===== src/rtl/spike_rate_encoder_pkg.sv =====
// Shared sizing defaults and FSM state type for the spike rate encoder and its neighbours
// (input_neuron array, image loader).
package spike_rate_encoder_pkg;

    localparam int unsigned NPix   = 16;
    localparam int unsigned PixW   = 8;
    localparam int unsigned TSteps = 20;
    localparam int unsigned TsW    = 8;

    typedef enum logic [2:0] {
        StIdle,
        StClear,
        StFire,
        StWait,
        StFinish
    } state_e;

endpackage


===== src/rtl/spike_rate_encoder_rate_accum_lane.sv =====
// One lane of the rate coder: a wrapping PIX_W accumulator whose carry-out is the spike.
module rate_accum_lane
    import spike_rate_encoder_pkg::*;
#(
    parameter int unsigned PIX_W = PixW
) (
    input  logic             clk_i,
    input  logic             rst_ni,
    input  logic             clear_i,
    input  logic             fire_i,
    input  logic [PIX_W-1:0] pix_i,
    output logic             spike_o
);

    logic [PIX_W-1:0] acc_q, acc_d;
    logic             spike_q, spike_d;
    logic [PIX_W:0]   sum;

    // The spike holds between fires; only the accumulator is cleared per image.
    always_comb begin
        sum     = {1'b0, acc_q} + {1'b0, pix_i};
        acc_d   = acc_q;
        spike_d = spike_q;
        if (clear_i) begin
            acc_d = '0;
        end else if (fire_i) begin
            acc_d   = sum[PIX_W-1:0];
            spike_d = sum[PIX_W];
        end
    end

    always_ff @(posedge clk_i or negedge rst_ni) begin
        if (!rst_ni) begin
            acc_q   <= '0;
            spike_q <= 1'b0;
        end else begin
            acc_q   <= acc_d;
            spike_q <= spike_d;
        end
    end

    assign spike_o = spike_q;

endmodule


===== src/rtl/spike_rate_encoder.sv =====
// Buffers one image and presents it as T_STEPS rate-coded spike vectors, pacing each
// timestep on the collected done pulses of all neuron lanes.
module spike_rate_encoder
    import spike_rate_encoder_pkg::*;
#(
    parameter int unsigned N_PIX   = NPix,
    parameter int unsigned PIX_W   = PixW,
    parameter int unsigned T_STEPS = TSteps,
    parameter int unsigned TS_W    = TsW
) (
    input  logic             clk_i,
    input  logic             rst_ni,
    input  logic             pix_valid_i,
    input  logic [PIX_W-1:0] pix_data_i,
    output logic             pix_ready_o,
    output logic [N_PIX-1:0] spike_out_o,
    output logic             start_o,
    output logic             start_core_img_o,
    input  logic [N_PIX-1:0] neuron_done_i,
    output logic [TS_W-1:0]  step_o,
    output logic             busy_o,
    output logic             img_done_o
);

    localparam int unsigned IdxW = (N_PIX > 1) ? $clog2(N_PIX) : 1;

    state_e           state_q, state_d;
    logic [IdxW-1:0]  idx_q, idx_d;
    logic [TS_W-1:0]  step_q, step_d;
    logic [N_PIX-1:0] seen_q, seen_d;
    logic             busy_q, busy_d;
    logic             start_q, start_d;
    logic [PIX_W-1:0] pix_q [N_PIX];
    logic             accept, lane_clear, lane_fire;

    assign pix_ready_o = (state_q == StIdle);
    assign accept      = pix_valid_i & pix_ready_o;

    always_comb begin
        state_d    = state_q;
        idx_d      = idx_q;
        step_d     = step_q;
        seen_d     = seen_q;
        busy_d     = busy_q;
        start_d    = 1'b0;
        lane_clear = 1'b0;
        lane_fire  = 1'b0;
        unique case (state_q)
            StIdle: begin
                if (accept) begin
                    idx_d  = idx_q + 1'b1;
                    busy_d = 1'b1;
                    if (idx_q == IdxW'(N_PIX - 1)) state_d = StClear;
                end
            end
            StClear: begin
                lane_clear = 1'b1;
                step_d     = '0;
                state_d    = StFire;
            end
            StFire: begin
                lane_fire = 1'b1;
                start_d   = 1'b1;
                seen_d    = '0;
                state_d   = StWait;
            end
            StWait: begin
                // Pulses landing this cycle count toward completion of the step.
                seen_d = seen_q | neuron_done_i;
                if (&seen_d) begin
                    if (step_q == TS_W'(T_STEPS - 1)) begin
                        busy_d  = 1'b0;
                        state_d = StFinish;
                    end else begin
                        step_d  = step_q + 1'b1;
                        state_d = StFire;
                    end
                end
            end
            StFinish: begin
                idx_d   = '0;
                state_d = StIdle;
            end
            default: state_d = StIdle;
        endcase
    end

    always_ff @(posedge clk_i or negedge rst_ni) begin
        if (!rst_ni) begin
            state_q <= StIdle;
            idx_q   <= '0;
            step_q  <= '0;
            seen_q  <= '0;
            busy_q  <= 1'b0;
            start_q <= 1'b0;
        end else begin
            state_q <= state_d;
            idx_q   <= idx_d;
            step_q  <= step_d;
            seen_q  <= seen_d;
            busy_q  <= busy_d;
            start_q <= start_d;
        end
    end

    always_ff @(posedge clk_i or negedge rst_ni) begin
        if (!rst_ni) begin
            for (int i = 0; i < int'(N_PIX); i++) pix_q[i] <= '0;
        end else if (accept) begin
            pix_q[idx_q] <= pix_data_i;
        end
    end

    for (genvar g = 0; g < int'(N_PIX); g++) begin : g_lane
        rate_accum_lane #(
            .PIX_W(PIX_W)
        ) u_lane (
            .clk_i   (clk_i),
            .rst_ni  (rst_ni),
            .clear_i (lane_clear),
            .fire_i  (lane_fire),
            .pix_i   (pix_q[g]),
            .spike_o (spike_out_o[g])
        );
    end

    assign start_o          = start_q;
    assign start_core_img_o = (state_q == StClear);
    assign img_done_o       = (state_q == StFinish);
    assign step_o           = step_q;
    assign busy_o           = busy_q;

endmodule


===== config.mk =====
export PLATFORM = sky130hd
export DESIGN_NAME = spike_rate_encoder
export DESIGN_NICKNAME = d
export VERILOG_FILES = /design/src/rtl/spike_rate_encoder_pkg.sv /design/src/rtl/spike_rate_encoder_rate_accum_lane.sv /design/src/rtl/spike_rate_encoder.sv
export SDC_FILE = /design/constraint.sdc
export NUM_CORES = 1
export LEC_CHECK = 0
export CAP_MARGIN = 20
export CORE_AREA = 10 10 208 260
export CTS_CLUSTER_SIZE = 14
export DETAILED_ROUTE_END_ITERATION = 8
export DIE_AREA = 0 0 218 270
export PLACE_DENSITY_LB_ADDON = 0.3
export SLEW_MARGIN = 20
export SYNTH_ARGS = -nofsm -noshare
export SYNTH_HDL_FRONTEND = slang
export SYNTH_SLANG_ARGS = --single-unit

===== constraint.sdc =====
create_clock -name clk_i -period 2.2 [get_ports clk_i]
set_input_delay 0.44 -clock clk_i [delete_from_list [all_inputs] [get_ports clk_i]]
set_output_delay 0.44 -clock clk_i [all_outputs]
set_load 0.02 [all_outputs]

==> summary.md <==
| Metric | Value |
|---|---|
| CTS buffer count | `35` |
| # diodes | `0` |
| Net Switching | `between 4 and 5 mW` |
| DRT Pass-1 Iters | `5` |
| Die height | `270 um` |
| DP HPWL | `~24000 um` |
| Clock-pin slew on the worst setup and hold paths | `60 ps` |
| Routed WL | `37500 um` |
| Power, Total | `between 15 and 20 mW` |
| Share of power burned in registers | `just over 40%` |
| Reg-to-reg slack, setup | `130 ps` |
| Top-area cell type share of the netlist area | `45.0%` |
| Port bufs | `55` |
| Power density cells | `roughly 790 nW/um^2` |
| Worst Setup End Kind | `output port` |
| Internal power | `10.6 mW` |
| NumNets Final | `1827` |
| Setup TNS | `0 ps` |
| Worst r2r path cells | `9` |
| Worst min path class | `primary input to async pin` |
| Die width | `approximately 220 um` |
| Cell Rows | `between 90 and 100` |
| Synth Instances | `between 1500 and 2000` |
| Max FO, Critical Path | `8` |
| CP Class | `flop to output port` |
| Total gr overflow | `0` |
| Run status | `completed` |
| Top FF cell, synth | `dfrtp_1` |
| Initial antenna violation count | `0` |
| Max-slew violation count | `0` |
| Reg-to-reg startpoint | `g_lane[5].u_lane.acc_q[0]` |
| Routed via count | `between 10000 and 15000` |
| Sw Ratio | `a little under a third` |
| Unrepaired setup endpoints after global routing | `no` |
| Max Cap Viol | `0` |
| EDFF count, synth | `0` |
| Endpoints failing hold | `0` |
| DP Area | `between 15000 and 20000 um^2` |
| Post-synth top area cell | `dfrtp_1` |
| Initial Util | `approximately 35%` |
| Remaining antenna violation count after routing | `0` |
| P_leak | `about 9.3 nW` |
| WL/cell | `approximately 16 um` |
| Most frequent cell after synthesis | `dfrtp_1` |
| Mean post-synth cell area | `~11 um^2` |
| Final period utilization | `95.9%` |
| Clock Sinks | `305` |
| #FFs+latches synth | `approximately 310` |
| DRT iter0 DRCs | `around 460` |
| Global placer's final weighted congestion | `about 0.8` |
| Avg Vias per Cell | `5.07` |
| Peak supply drop | `approximately 0.9 mV` |
| Worst slew pin tran | `926 ps` |
| Clock Latency Late Sink | `around 520 ps` |
| CORE AREA | `between 40000 and 50000 um^2` |
| Total track usage | `roughly 13%` |
| Full die area | `58900 um^2` |
| Final Critical Period | `around 2100 ps` |
| Final std cells w/o fill | `roughly 2300` |
| Clock Power Share | `a little under two fifths` |
| # setup viols final | `0` |
| Root Buffer | `clkbuf_16` |
| Clk buf depth | `3` |
| Area delta synth->final | `15.1%` |
| DP Cell Count | `roughly 2300` |
| Layout cells sized above 1 | `13.1%` |
| Largest net degree at the start of global routing | `91` |
| Combinational Power Share | `roughly a fifth` |
| Setup Skew | `around 11 ps` |
| Fmax | `474 MHz` |
| First-pass GRT wire length | `between 60000 and 70000 um` |
| Synthesized cell area | `around 17000 um^2` |
| Synth cell count leaders | `dfrtp_1 (305), nand2_1 (156), ha_1 (133)` |
| Synth cell types | `between 60 and 70` |
| RR Endpoint | `g_lane[5].u_lane.acc_q[6]` |
| Num ports | `56` |
| Crit path launch | `state_q[2]` |
| Seq/Total Area, Yosys | `a little under half` |
| Ys async rst share | `100%` |
| Synth area leaders | `dfrtp_1 (45%), ha_1 (9.8%), mux2_2 (4.6%)` |
| Syn nets | `1770` |
| Syn. warnings | `0` |
| CTS tree | `done` |
| Final Instance Area | `19500 um^2` |
| H-tree depth | `2` |
| Vias in the first global route | `12300` |
| Required time of the critical path | `1760 ps` |
| Arrival @ worst endpoint | `between 1500 and 2000 ps` |
| CP endpoint | `start_core_img_o` |
| Number of remaining DRC errors | `0` |
| Startpoint types | `flop` |
| Post-layout util | `between 30% and 40%` |
| Worst slew margin | `approximately two fifths` |
## routing by layer
layer	part of all wire [%]	up-vias	GRT usage, %
met5	0	-	0
met4	2.5	0	4.21
met3	3.5	49	2.23
met2	49	162	22.1
met1	45	5816	15.9
li1	-	5754	-
## cells by family after synthesis
kind of cell,share of synthesized area [%]
flip-flops,45.0
XOR/XNOR,3.36
AO/OA/AOI/OAI,12.6
buffers and inverters,3.88
multiplexers,10.2
AND/OR/NAND/NOR,13.3
adder cells (fa/ha/maj),11.7
## state kept, by name, indices dropped and copies added (netlist names)
signal and flops:
g_lane.u_lane.acc_q 128, pix_q 128, g_lane.u_lane.spike_o 16, seen_q 16, step_o 8, idx_q 4
state_q 3, busy_o 1, start_o 1
## placed cells by master (no fill, tap or decap), types with 16 or more instances in the layout
master	netlist	final
a211o_1	18	18
a21oi_1	50	49
a22o_1	35	35
a31oi_1	35	34
buf_4	19	24
clkbuf_16	0	37
clkdlybuf4s50_1	0	51
dfrtp_1	305	305
fa_1	16	16
ha_1	133	133
inv_1	67	67
mux2_1	42	42
mux2_2	70	70
mux2_4	16	16
mux2i_1	23	23
nand2_1	156	156
nand3b_1	19	19
nor2_1	119	119
nor2b_1	39	39
nor3_1	24	24
o21ai_0	81	81
o21ai_1	52	52
xor2_1	51	51
## area by class of cell
cell class,instances,area (um^2)
Tap cell,651,815
Multi-Input combinational cell,1149,8730
Fill cell,4824,29400
Clock inverter,9,106
Timing Repair Buffer,91,956
Sequential cell,305,7630
Clock buffer,48,1020
Inverter,69,262
## through the flow
step	worst slack, ps	hold WS (ps)
6_report	90.1	446
5_1_grt	2.32	484
4_1_cts	5.06	450
3_5_place_dp	27.6	405
3_3_place_gp	46.8	400
2_1_floorplan	268	144
## what timing repair did
item / 4_1_cts / 5_1_grt
setup endpoints to repair: 3 / 18
hold buffers: 1 / 0
endpoints found under the hold margin: 44 / 0
resized for setup: 3 / 16
buffers inserted: 0 / 0
## worst max-delay path: stages, from the launching register on
cell and delay (ps):
dfrtp_1 490, nand2b_2 240, nor2_1 100, clkdlybuf4s15_1 330
## worst min-delay path by stage
stage	to	slack (ps)
after floorplan	busy_o	140
after global placement	g_lane[6].u_lane.spike_o	400
after detailed placement	g_lane[6].u_lane.spike_o	400
after CTS	g_lane[15].u_lane.spike_o	450
after global routing	g_lane[15].u_lane.spike_o	480
final	g_lane[6].u_lane.spike_o	450
## power by group through the flow
stage | clock [mW] | sequential (mW) | combinational, mW
5_1_grt | 6.18 | 6.32 | 3.61
4_1_cts | 5.97 | 6.27 | 3.39
2_1_floorplan | 0 | 6.37 | 2.00
3_3_place_gp | 0 | 6.37 | 3.36
3_5_place_dp | 0 | 6.36 | 3.38
6_report | 5.77 | 6.27 | 3.29
Power figures use the tool's default switching activity.
